==> config.mk <==
export PLATFORM = sky130hd
export DESIGN_NAME = i2s_receiver
export DESIGN_NICKNAME = d
export VERILOG_FILES = /design/src/rtl/i2s_receiver.sv
export SDC_FILE = /design/constraint.sdc
export NUM_CORES = 1
export LEC_CHECK = 0
export ABC_AREA = 1
export CORE_ASPECT_RATIO = 1.25
export CORE_MARGIN = 2
export CORE_UTILIZATION = 25
export CTS_BUF_LIST = sky130_fd_sc_hd__clkbuf_16
export DETAILED_ROUTE_END_ITERATION = 8
export PLACE_DENSITY = 0.48
export SLEW_MARGIN = 25
export SYNTH_ARGS = -nofsm -noshare
export SYNTH_HDL_FRONTEND = slang
export SYNTH_SLANG_ARGS = --single-unit
==> constraint.sdc <==
create_clock -name clk -period 9.16 [get_ports clk]
set_clock_uncertainty 0.2 [all_clocks]
set_input_delay 0.916 -clock clk [delete_from_list [all_inputs] [get_ports clk]]
set_output_delay 0.916 -clock clk [all_outputs]
set_load 0.01 [all_outputs]
==> src/rtl/i2s_receiver.sv <==
// I2S slave receiver: synchronises the external bit clock, word select and data into clk,
// deserialises left/right slots MSB-first and presents stereo words on a valid/ready port.
module i2s_receiver #(
  parameter int SAMPLE_BITS = 24,
  parameter int SYNC_STAGES = 2
) (
  input  logic                       clk,
  input  logic                       rst,
  input  logic                       enable,
  input  logic                       i2s_sclk,
  input  logic                       i2s_lrclk,
  input  logic                       i2s_sdata,
  output logic [2*SAMPLE_BITS-1:0]   sample_data,
  output logic                       sample_valid,
  input  logic                       sample_ready,
  output logic                       overflow,
  input  logic                       overflow_clr
);

  localparam int CW = $clog2(SAMPLE_BITS + 1);

  typedef enum logic [1:0] {IDLE, ALIGN, LEFT, RIGHT} state_t;

  state_t                   state_q, state_d;
  logic [SYNC_STAGES-1:0]   sclk_sync_q, sclk_sync_d;
  logic [SYNC_STAGES-1:0]   lr_sync_q, lr_sync_d;
  logic [SYNC_STAGES-1:0]   sd_sync_q, sd_sync_d;
  logic                     sclk_prev_q, sclk_prev_d;
  logic                     ws_prev_q, ws_prev_d;
  logic [CW-1:0]            bit_cnt_q, bit_cnt_d;
  logic [SAMPLE_BITS-1:0]   left_q, left_d;
  logic [SAMPLE_BITS-1:0]   right_q, right_d;
  logic                     pending_q, pending_d;
  logic [2*SAMPLE_BITS-1:0] data_q, data_d;
  logic                     valid_q, valid_d;
  logic                     ovf_q, ovf_d;

  logic                     sclk_s, lr_s, sd_s;
  logic                     rise, change, accept, load;
  logic [SAMPLE_BITS-1:0]   cur, shifted, closed;
  logic [CW-1:0]            cnt_n, shamt;

  assign sclk_s = sclk_sync_q[SYNC_STAGES-1];
  assign lr_s   = lr_sync_q[SYNC_STAGES-1];
  assign sd_s   = sd_sync_q[SYNC_STAGES-1];

  always_comb begin
    state_d     = state_q;
    sclk_sync_d = {sclk_sync_q[SYNC_STAGES-2:0], i2s_sclk};
    lr_sync_d   = {lr_sync_q[SYNC_STAGES-2:0], i2s_lrclk};
    sd_sync_d   = {sd_sync_q[SYNC_STAGES-2:0], i2s_sdata};
    sclk_prev_d = sclk_s;
    ws_prev_d   = ws_prev_q;
    bit_cnt_d   = bit_cnt_q;
    left_d      = left_q;
    right_d     = right_q;
    pending_d   = 1'b0;
    data_d      = data_q;
    valid_d     = valid_q;
    ovf_d       = ovf_q;

    rise    = sclk_s & ~sclk_prev_q;
    change  = rise && (lr_s != ws_prev_q);
    cur     = (state_q == RIGHT) ? right_q : left_q;
    shifted = cur;
    cnt_n   = bit_cnt_q;
    if (bit_cnt_q < CW'(SAMPLE_BITS)) begin
      shifted = {cur[SAMPLE_BITS-2:0], sd_s};
      cnt_n   = bit_cnt_q + CW'(1);
    end
    // Left-justify a short slot: the shift also pushes out stale bits of the previous word
    shamt  = CW'(SAMPLE_BITS) - cnt_n;
    closed = shifted << shamt;

    if (rise) begin
      ws_prev_d = lr_s;
    end

    case (state_q)
      IDLE: begin
        if (enable) state_d = ALIGN;
      end
      ALIGN: begin
        if (change && !lr_s) begin
          bit_cnt_d = '0;
          state_d   = LEFT;
        end
      end
      LEFT, RIGHT: begin
        if (change) begin
          bit_cnt_d = '0;
          if (state_q == LEFT) begin
            left_d = closed;
            if (lr_s) state_d = RIGHT;
          end else begin
            right_d = closed;
            if (!lr_s) begin
              state_d   = LEFT;
              pending_d = 1'b1;
            end
          end
        end else if (rise) begin
          bit_cnt_d = cnt_n;
          if (state_q == LEFT) left_d = shifted;
          else                 right_d = shifted;
        end
      end
      default: state_d = IDLE;
    endcase

    accept = valid_q && sample_ready;
    load   = pending_q && (!valid_q || accept);
    if (load) begin
      data_d  = {left_q, right_q};
      valid_d = 1'b1;
    end else if (accept) begin
      valid_d = 1'b0;
    end

    if (overflow_clr)          ovf_d = 1'b0;
    if (pending_q && !load)    ovf_d = 1'b1;

    // Disabling discards any partial word and the held output; overflow is kept
    if (!enable) begin
      state_d   = IDLE;
      left_d    = '0;
      right_d   = '0;
      bit_cnt_d = '0;
      valid_d   = 1'b0;
      pending_d = 1'b0;
    end
  end

  always_ff @(posedge clk or posedge rst) begin
    if (rst) begin
      state_q     <= IDLE;
      sclk_sync_q <= '0;
      lr_sync_q   <= '0;
      sd_sync_q   <= '0;
      sclk_prev_q <= 1'b0;
      ws_prev_q   <= 1'b0;
      bit_cnt_q   <= '0;
      left_q      <= '0;
      right_q     <= '0;
      pending_q   <= 1'b0;
      data_q      <= '0;
      valid_q     <= 1'b0;
      ovf_q       <= 1'b0;
    end else begin
      state_q     <= state_d;
      sclk_sync_q <= sclk_sync_d;
      lr_sync_q   <= lr_sync_d;
      sd_sync_q   <= sd_sync_d;
      sclk_prev_q <= sclk_prev_d;
      ws_prev_q   <= ws_prev_d;
      bit_cnt_q   <= bit_cnt_d;
      left_q      <= left_d;
      right_q     <= right_d;
      pending_q   <= pending_d;
      data_q      <= data_d;
      valid_q     <= valid_d;
      ovf_q       <= ovf_d;
    end
  end

  assign sample_data  = data_q;
  assign sample_valid = valid_q;
  assign overflow     = ovf_q;

endmodule

After elaboration in Yosys (flattened, before gate mapping)
Cells that the tools add are included.
{ "op_classes": {"shifts": 1, "mux": 37, "eq_ne": 15, "n_reduce_logical": 16, "order_cmp": 1, "bitwise": 2, "n_addsub": 2} }
{ "op_table": {"columns": ["cell", "count"], "rows": [
  ["24-bit two-way mux", 14],
  ["5-bit two-way mux", 5],
  ["24-bit by 5-bit << shifter with 24-bit output", 1],
  ["2-bit two-way mux", 6],
  ["4-bit != test, second input constant", 3],
  ["1-bit two-way mux", 10],
  ["5-bit case mux with 2 select lines", 1],
  ["3-bit by 1-bit != test with 1-bit output, second input constant", 3],
  ["3-bit AND reduction", 3],
  ["3-bit != test, second input constant", 2],
  ["2-bit case mux with 3 select lines", 1],
  ["5-bit by 1-bit adder with 5-bit output, second input constant", 1],
  ["1-bit logical AND", 5],
  ["5-bit < comparator, second input constant", 1],
  ["5-bit subtractor, first input constant", 1],
  ["2-bit == test, second input constant", 2],
  ["2-bit by 1-bit != test with 1-bit output, second input constant", 2],
  ["4-bit AND reduction", 1],
  ["1-bit logical NOT", 3],
  ["2-bit by 1-bit == test with 1-bit output, second input constant", 1],
  ["2-bit logical NOT", 1],
  ["2-bit != test, second input constant", 1],
  ["2-bit nonzero test", 1],
  ["2-bit OR reduction", 1],
  ["other kinds (4)", 4]
]} }
{ "totals": {"out_inout_bits": 50, "register_bits": 114} }

Logic depth before layout (Yosys ltp)
Gate-level depths: netlist of the first run.
{ "depth": {"word_depth": 8, "ltp_mapped": 20, "ltp_nobuf": 17} }

Least setup slack after synthesis of the first run
No wires, ideal clock.
{ "synth_timing": {"kind": "register -> register", "from": "reg bit_cnt_q[3]", "to": "reg left_q[2]", "stages_incl_launch_ff": 18, "path_slack_ns": 6.394, "synth_period_minus_slack_ns": 2.766, "n_path_buf": 5, "arrival_time_ns": 2.500, "setup_ns": 0.066, "path_cell_list": "dfrtp_1 > nand2_2 > buf_6 > nand2_2 > nand2_4 > inv_2 > buf_6 > buf_4 > ha_1 > buf_2 > clkinv_1 > buf_1 > nand3_1 > o21ai_1 > nand2_1 > o31ai_4 > nand3_1 > nand2_1"} }
{ "synth_via": {"elab_chain_cells": 8, "word_cells_on_any_way": 12, "classes_between": "2 x add/sub; 1 x order compare; 1 x shift; 8 x mux"} }
{ "synth_rtl": {"columns": ["item", "line_no", "rtl"], "rows": [
  ["from (decl)", "30", "logic [CW-1:0] bit_cnt_q, bit_cnt_d;"],
  ["from (signal assigned)", "156", "bit_cnt_q <= bit_cnt_d;"],
  ["5-bit by 1-bit adder with 5-bit output or 5-bit < comparator (tied branches)", "69, 67", null],
  ["5-bit two-way mux", "67", "if (bit_cnt_q < CW'(SAMPLE_BITS)) begin"],
  ["5-bit subtractor", "72", "shamt = CW'(SAMPLE_BITS) - cnt_n;"],
  ["24-bit by 5-bit << shifter with 24-bit output", "73", "closed = shifted << shamt;"],
  ["24-bit two-way mux", "92", "if (state_q == LEFT) begin"],
  ["24-bit two-way mux *", "90", "if (change) begin"],
  ["24-bit two-way mux *", "79", "case (state_q)"],
  ["24-bit two-way mux *", "124", "if (!enable) begin"],
  ["to (signal assigned)", "157", "left_q <= left_d;"],
  ["to (decl)", "31", "logic [SAMPLE_BITS-1:0] left_q, left_d;"]
]} }
Mark *: on every way between the ends. The rest lies on a longest branch, timed or not. The select of a mux whose other input is x is not followed.
A chain may end at the register's enable or synchronous reset.

Worst setup path after layout of the first run
{ "layout_timing": {"from": "reg bit_cnt_q[3]", "to": "reg left_q[9]"} }
The elaborated chain is that of the path after synthesis.

==> results of run 1 <==
## placed cells by master, fill, tap and decap left out
cell type,count
nor3_1,3
clkbuf_16,17
o21ai_1,22
a31oi_1,1
inv_4,1
clkinv_4,1
a21oi_2,3
ha_1,2
nand4_1,10
clkinv_2,7
nand3_2,3
o31ai_4,1
o211ai_1,1
nor2_1,12
o21ai_0,10
nand2_2,7
o21bai_1,1
clkinv_1,3
o22ai_1,6
nand2_4,2
nand3_1,288
clkinvlp_4,2
dfrtp_1,114
bufinv_16,1
buf_4,7
a21boi_0,1
mux2_2,41
nand2_1,204
o31ai_1,1
o21ai_2,3
inv_2,6
a21oi_1,20
clkdlybuf4s50_1,57
inv_1,45
## flip-flops by register name, indices dropped and copies added, names as in the netlist, 2 cells and up
name and count:
left_q 24, state_q 2, sd_sync_q 2, sclk_sync_q 2
right_q 24, bit_cnt_q 5, lr_sync_q 2, sample_data 48
## power by group through the flow
stage	logic, W	clock network, W	registers (W)
5_1_grt	0.000928	0.000643	0.000611
4_1_cts	0.000824	0.000622	0.000605
6_report	0.000830	0.000603	0.000604
2_1_floorplan	0.000615	0	0.000608
3_5_place_dp	0.000820	0	0.000613
3_3_place_gp	0.000822	0	0.000612
## per-stage QoR
step	instance area (um^2)	util	hold WS [ps]	setup WS [ps]
after global placement	7416	0.2842	134.0	3999
final	7945	0.3045	146.8	4249
after CTS	7945	0.3045	147.9	4276
after global routing	7945	0.3045	168.9	3897
after floorplan	6651	-	131.2	5028
after detailed placement	7416	0.2842	134.7	4018
## worst max-delay path: stages (launching register included)
cell and delay [ps]:
dfrtp_1 400, nand2_2 420, inv_2 610, o21ai_1 230, ha_1 930, clkinv_1 890, nand3_1 390, nand3_1 140
nand3_1 140, nand3_1 120, nand2_1 130, nand3_1 80, o21ai_1 110
## worst max path at each step
stage                                         from                  endpoint  slack [ps]  depth (start not counted)
after CTS                 bit_cnt_q[3]$_DFFE_PP0P_     left_q[9]$_DFFE_PP0P_        4280                         13
after global placement                      enable    right_q[5]$_DFFE_PP0P_        4000                          7
after detailed placement                    enable    right_q[4]$_DFFE_PP0P_        4020                          7
after global routing      bit_cnt_q[3]$_DFFE_PP0P_    left_q[22]$_DFFE_PP0P_        3900                         15
final                     bit_cnt_q[3]$_DFFE_PP0P_     left_q[9]$_DFFE_PP0P_        4250                         12
after floorplan                                rst  bit_cnt_q[0]$_DFFE_PP0P_        5030                          1
## per-layer routing
layer | part of all wire | wire length, um | global-route usage
met5 | 0 | 0 | 0
met4 | 0.043 | 901 | 0.08527
met3 | 0.045 | 947 | 0.03594
met2 | 0.49 | 10390 | 0.2601
met1 | 0.42 | 8776 | 0.1872
## logic make-up after synthesis
logic type	Yosys count
and+or+nand+nor	529
DFF	114
buffers and inverters	104
AOI/OAI and AO/OA	70
muxes	41
adders and majority gates	2
## layout make-up
| class | instances | share of cell area |
|---|---|---|
| clock inverters | 15 | 0.01307 |
| repair buffers | 64 | 0.07843 |
| flip-flops and latches | 114 | 0.3591 |
| well taps | 340 | 0.05354 |
| multi-input cells | 642 | 0.4180 |
| clock buffers | 17 | 0.05354 |
| inverters | 51 | 0.02441 |
==> impl_summary.txt, run 1 <==
----------------------------------------------------
[Outcome]
  Outcome ... completed

[Place]
  Placer congestion estimate ... 0.8897
  Count of buffers inserted at the top-level ports ... 57
  HPWL reported at the end of detailed placement ... 14.41 mm
  Placed Cells ... roughly 1.2k

[Pwr]
  Switch share ... 0.4155
  Share of total power in combinational logic ... 0.408
  Largest voltage drop on the vdd net ... between 100 and 150 uV
  Share of power burned in registers ... 0.297
  Pwr dens ... approximately 260 nW/um^2
  Total power ... 0.002036 W
  Net Switching ... 0.0008459 W
  Leakage power figure ... 3.659 nW
  Int Pwr ... roughly 0.0012 W
  Share of power burned in the clock network ... 0.296

[STA]
  Final setup TNS ... 0 ps
  Number of endpoints failing setup at the final stage ... 0
  Achievable frequency ... 203.6 MHz
  Slew margin rel. ... 0.3470
  RSZ-0062 raised after global routing ... false
  Final min period ... 4911 ps
  Max-slew violation total from the final report ... 0
  Hold Fails Final Rpt ... 0
  Portion of the clock cycle consumed by the worst path in the final layout ... 0.5362
  Worst Max-Slew Pin Slew ... 978.4 ps

[Logic synthesis]
  Syn Area/Cell ... roughly 7.7 um^2
  Sequential share of the synthesized area ... 0.4289
  Predominant post-synthesis flop cell ... dfrtp_1
  Number of synthesized flops with an enable pin ... 0
  Xor/xnor cell area share of the yosys netlist ... 0
  Most frequent cell after synthesis ... nand3_1
  Share of synthesized area spent on multiplexers ... 0.06941
  Post-synthesis adder-cell area fraction ... 0.003762
  Proportion of register bits with asynchronous set or reset after synthesis ... 1.000
  Top-area cell type share of the netlist area ... 0.4289
  Most frequent cells after synthesis ... nand3_1 (288), nand2_1 (205), dfrtp_1 (114)
  Syn Nets ... 870
  Main combinational cell family by area after synthesis ... simple AND/OR/NAND/NOR gates
  Warnings from Yosys ... 0
  Area leader, netlist ... dfrtp_1
  Share of synthesized cell area in and, or, nand and nor gates ... 0.3644
  Number of distinct library cell variants in the gate-level netlist after synthesis ... 31
  Largest cells by area after synthesis ... dfrtp_1 (43%), nand3_1 (22%), nand2_1 (12%), mux2_2 (6.9%), inv_1 (2.4%)
  Synth Cell Area ... 6651 um^2
  Flop and latch count out of synthesis ... 114
  Count of mapped cells out of synthesis ... 860
  Compound-cell area share of the yosys netlist ... 0.06020

[Global route]
  Largest net degree at the start of global routing ... 63
  GRT Overall Usage ... 0.1572
  Number of global-route vias before repair ... 6297
  Antenna violations before repair ... 0
  Global-route wire length before repair ... between 30 and 40 mm
  Grt ovf ... 0

[Setup path]
  Reg-to-reg slack, setup ... approximately 4200 ps
  Category of the worst setup path launch point ... flip-flop
  Setup Crit Path Kind ... flip-flop to flip-flop
  Logic depth of the worst register-to-register path ... 12
  Critical-path maximum fanout ... 29
  Worst Path Arrival ... 5050 ps
  Worst EP required ... roughly 9300 ps
  R2r startpoint ... bit_cnt_q[3]$_DFFE_PP0P_
  Capturing point of the worst reg2reg path ... left_q[9]$_DFFE_PP0P_
  Sort of element at the end of the critical path ... flip-flop

[Cells and area]
  Proportion of layout cells with a drive suffix above 1 ... 0.1130
  Total of fill cells in the finished design ... 2888
  Combined area of the multi-input logic cells ... 3321 um^2
  Area grow syn2layout ... 19.45%
  Area taken by flip-flops and latches ... 2853 um^2
  Antenna fix cells ... 0
  Post-layout net count ... 900
  Post-route non-filler standard cell count ... 1243

[Die]
  Die Height ... 186.4 um
  Horizontal die dimension ... 149.9 um
  Io pins ... 58
  Starting utilization of the core area ... 0.2549
  Core ar. ... around 26000 um^2
  Total number of placement rows ... 66
  Area enclosed by the die boundary ... 27930 um^2

[Clocking]
  Number of clock sinks ... 114
  Setup bufs post-CTS ... 0
  Cell at the root of the clock tree ... clkbuf_16
  Clock tree from TritonCTS ... built
  Post-CTS sizing ... 0
  H-tree levels ... 4
  Count of hold buffers inserted by post-cts repair ... 0
  Clock Latency Late Sink ... 430 ps
  Clock-pin slew on the worst setup and hold paths ... 50 ps
  Longest Clk Path Bufs ... 2
  Number of CTS-inserted buffers ... 17

[Drt]
  Average wire length per cell after detail routing ... 16.91 um
  Final WL ... 21.02 mm
  Via density ... 4.962
  DRC errors left ... 0
  Detail Route Antenna Nets ... 0
  Number of DRC markers in iteration 0 ... 417
  First-pass DRT Iterations ... 5
  Via Count ... 6168

[Job]
  Max-cap check violation count ... 0

[Min path]
  Worst hold path depth ... 0
  Origin of the worst min-delay path ... lr_sync_q[0]$_DFF_PP0_
  Class of the worst hold path ... flip-flop to flip-flop
  Worst hold path endpoint ... lr_sync_q[1]$_DFF_PP0_

----------------------------------------------------
(Power assumes the default switching activity.)
==> run 2: changes to the inputs <==
--- a/config.mk
+++ b/config.mk
@@ -11,7 +11,7 @@
 export CORE_UTILIZATION = 25
 export CTS_BUF_LIST = sky130_fd_sc_hd__clkbuf_16
 export DETAILED_ROUTE_END_ITERATION = 8
-export PLACE_DENSITY = 0.48
+export PLACE_DENSITY = 0.49
 export SLEW_MARGIN = 25
 export SYNTH_ARGS = -nofsm -noshare
 export SYNTH_HDL_FRONTEND = slang
==> constraint.sdc (replaced) <==
create_clock -name clk -period 4.5 [get_ports clk]
set_clock_uncertainty 0.2 [all_clocks]
set_input_delay 0.45 -clock clk [delete_from_list [all_inputs] [get_ports clk]]
set_output_delay 0.45 -clock clk [all_outputs]
set_load 0.01 [all_outputs]
==> run 2 against run 1 <==
Effect of this change:
- core utilization increased by 0.61 points
- final cell count increased by 0.64%
- sequential power increased by 100%
- largest cell class unchanged
- critical path type unchanged
- power increased by 120%
- routed wire length increased by 1.0%
- critical path depth increased by 3
- sequential share of layout area decreased by 0.71 points
- combinational power increased by 110%
- clock power increased by 140%
- hold slack improved by 0.78 ps
- design area increased by 2.0%
- global-route usage increased by 0.071 points
==> impl_summary.txt, run 2 (same netlist as run 1, synthesis figures left out) <==
----------------------------------------------------
[Pwr]
  Largest voltage drop on the vdd net ... 207.7 uV (was 108.0 uV)
  Int Pwr ... 0.002624 W (was 0.001190 W)
  Net Switching ... 0.001765 W (was 0.0008459 W)
  Share of power burned in registers ... 0.279 (was 0.297)
  Share of total power in combinational logic ... 0.398 (was 0.408)
  Share of power burned in the clock network ... 0.323 (was 0.296)
  Leakage power figure ... 3.725 nW (was 3.659 nW)
  Pwr dens ... 541.5 nW/um^2 (was 256.3 nW/um^2)
  Switch share ... 0.4022 (was 0.4155)

[Global route]
  Largest net degree at the start of global routing ... 61 (was 63)
  Global-route wire length before repair ... 34.41 mm (was 34.26 mm)
  Antenna violations before repair ... 0 (unchanged)
  Grt ovf ... 0 (unchanged)
  GRT Overall Usage ... 0.1579 (was 0.1572)
  Number of global-route vias before repair ... 6167 (was 6297)

[Min path]
  Class of the worst hold path ... flip-flop to flip-flop (unchanged)
  Origin of the worst min-delay path ... sd_sync_q[0]$_DFF_PP0_ (was lr_sync_q[0]$_DFF_PP0_)
  Worst hold path depth ... 0 (unchanged)
  Worst hold path endpoint ... sd_sync_q[1]$_DFF_PP0_ (was lr_sync_q[1]$_DFF_PP0_)

[Setup path]
  Reg-to-reg slack, setup ... 1140 ps (was 4250 ps)
  Logic depth of the worst register-to-register path ... 15 (was 12)
  Critical-path maximum fanout ... 28 (was 29)
  Worst Path Arrival ... 3530 ps (was 5050 ps)
  Setup Crit Path Kind ... flip-flop to flip-flop (unchanged)
  Category of the worst setup path launch point ... flip-flop (unchanged)
  Sort of element at the end of the critical path ... flip-flop (unchanged)
  R2r startpoint ... bit_cnt_q[3]$_DFFE_PP0P_ (unchanged)
  Worst EP required ... 4670 ps (was 9300 ps)
  Capturing point of the worst reg2reg path ... left_q[12]$_DFFE_PP0P_ (was left_q[9]$_DFFE_PP0P_)

[Drt]
  Final WL ... 21.23 mm (was 21.02 mm)
  Via Count ... 6205 (was 6168)
  First-pass DRT Iterations ... 4 (was 5)
  Number of DRC markers in iteration 0 ... 493 (was 417)
  Average wire length per cell after detail routing ... 16.97 um (was 16.91 um)
  Detail Route Antenna Nets ... 0 (unchanged)
  DRC errors left ... 0 (unchanged)
  Via density ... 4.960 (was 4.962)

[Clocking]
  Number of CTS-inserted buffers ... 17 (unchanged)
  Post-CTS sizing ... 0 (unchanged)
  Clock-pin slew on the worst setup and hold paths ... 60 ps (was 50 ps)
  Clock Latency Late Sink ... 440 ps (was 430 ps)
  Count of hold buffers inserted by post-cts repair ... 0 (unchanged)
  Clock tree from TritonCTS ... built (unchanged)
  Setup bufs post-CTS ... 0 (unchanged)
  H-tree levels ... 4 (unchanged)
  Longest Clk Path Bufs ... 2 (unchanged)
  Number of clock sinks ... 114 (unchanged)
  Cell at the root of the clock tree ... clkbuf_16 (unchanged)

[Place]
  Count of buffers inserted at the top-level ports ... 57 (unchanged)
  Placer congestion estimate ... 0.8865 (was 0.8897)
  HPWL reported at the end of detailed placement ... 14.80 mm (was 14.41 mm)

[Job]
  Max-cap check violation count ... 0 (unchanged)

[STA]
  Worst Max-Slew Pin Slew ... 995.1 ps (was 978.4 ps)
  Slew margin rel. ... 0.3359 (was 0.3470)
  Hold Fails Final Rpt ... 0 (unchanged)
  Portion of the clock cycle consumed by the worst path in the final layout ... 0.7475 (was 0.5362)
  Number of endpoints failing setup at the final stage ... 0 (unchanged)
  Final min period ... 3364 ps (was 4911 ps)
  Final setup TNS ... 0 ps (unchanged)
  Max-slew violation total from the final report ... 0 (unchanged)
  RSZ-0062 raised after global routing ... false (unchanged)
  Achievable frequency ... 297.3 MHz (was 203.6 MHz)

[Cells and area]
  Finished Core Util ... 0.3106 (was 0.3045)
  Proportion of layout cells with a drive suffix above 1 ... 0.1218 (was 0.1130)
  Antenna fix cells ... 0 (unchanged)
  Number of flip-flops under the largest register name ... 48 (unchanged)
  Most common cell after layout, fill and taps aside ... nand3_1 (unchanged)
  Most frequent cells in the layout ... nand3_1 (288), nand2_1 (204), dfrtp_1 (114) (unchanged)
  Total of fill cells in the finished design ... 2844 (was 2888)
  Area grow syn2layout ... 21.86% (was 19.45%)
  Post-layout net count ... 908 (was 900)

[Die]
  Area enclosed by the die boundary ... 27930 um^2 (unchanged)
  Total number of placement rows ... 66 (unchanged)
  Horizontal die dimension ... 149.9 um (unchanged)
  Die Height ... 186.4 um (unchanged)
  Io pins ... 58 (unchanged)
  Core ar. ... 26100 um^2 (unchanged)
  Starting utilization of the core area ... 0.2549 (unchanged)

[Outcome]
  Outcome ... completed (unchanged)

----------------------------------------------------
-- run 2: changes by cell type in the layout (fill, tap and decap cells not counted), moves of 2 or more --
cell and change:
buf_4 +7, clkinv_2 -5, bufinv_16 +3, clkinv_4 +3, inv_1 -3, clkinv_1 +2
-- run 2: worst max-delay path: stages, from the launching register on --
cell	delay, ps
dfrtp_1	410
nand2_2	100
buf_4	320
inv_2	200
nand2_1	100
o21ai_1	120
ha_1	320
clkinv_1	380
buf_4	350
nand3_1	110
nand3_1	110
nand3_1	110
nand3_1	90
nand2_1	150
nand3_1	120
nand2_1	100
-- run 2: through the flow --
| stage | cells | area [um^2] | setup slack, ps | hold slack (ps) | power [W] |
|---|---|---|---|---|---|
| 3_5_place_dp | 1219 | 7488 | 1155 | 134.7 | 0.002981 |
| 3_3_place_gp | 1219 | 7488 | 1170 | 133.2 | 0.002988 |
| 2_1_floorplan | 860 | 6651 | 834.3 | 131.2 | 0.002488 |
| 6_report | 1251 | 8105 | 1136 | 147.6 | 0.004389 |
| 4_1_cts | 1251 | 8105 | 1142 | 148.8 | 0.004421 |
| 5_1_grt | 1251 | 8105 | 865.8 | 155.2 | 0.004675 |
-- run 2: worst max path at each step --
stage	start	end	slack, ps	cells after the start
2_1_floorplan	rst	bit_cnt_q[0]$_DFFE_PP0P_	830	1
3_3_place_gp	bit_cnt_q[0]$_DFFE_PP0P_	left_q[12]$_DFFE_PP0P_	1170	14
3_5_place_dp	bit_cnt_q[3]$_DFFE_PP0P_	left_q[12]$_DFFE_PP0P_	1150	15
4_1_cts	bit_cnt_q[3]$_DFFE_PP0P_	left_q[12]$_DFFE_PP0P_	1140	15
5_1_grt	bit_cnt_q[3]$_DFFE_PP0P_	right_q[22]$_DFFE_PP0P_	870	17
6_report	bit_cnt_q[3]$_DFFE_PP0P_	left_q[12]$_DFFE_PP0P_	1140	15
-- run 2: layout make-up --
type | count | area, um^2 | area share
Clock buffer | 17 | 425.4 | 0.05249
Sequential cell | 114 | 2853 | 0.3520
Tap cell | 340 | 425.4 | 0.05249
Inverter | 51 | 193.9 | 0.02393
Clock inverter | 15 | 191.4 | 0.02362
Timing Repair Buffer | 72 | 695.7 | 0.08583
Multi-Input combinational cell | 642 | 3321 | 0.4097
-- run 2: power groups by stage --
stage,Combinational [W],Clock [W],Sequential (W)
after floorplan,0.00125,0,0.00124
after global placement,0.00174,0,0.00124
after detailed placement,0.00174,0,0.00125
after CTS,0.00174,0.00145,0.00123
after global routing,0.00193,0.00150,0.00124
final,0.00175,0.00142,0.00123
-- run 2: routing by layer --
metal  share of wire  GRT usage  routed length [um]
met1            0.43     0.1926                9030
met3           0.042    0.03399                 887
met5               0          0                   0
met2            0.51     0.2675               10740
met4           0.027    0.06531                 574
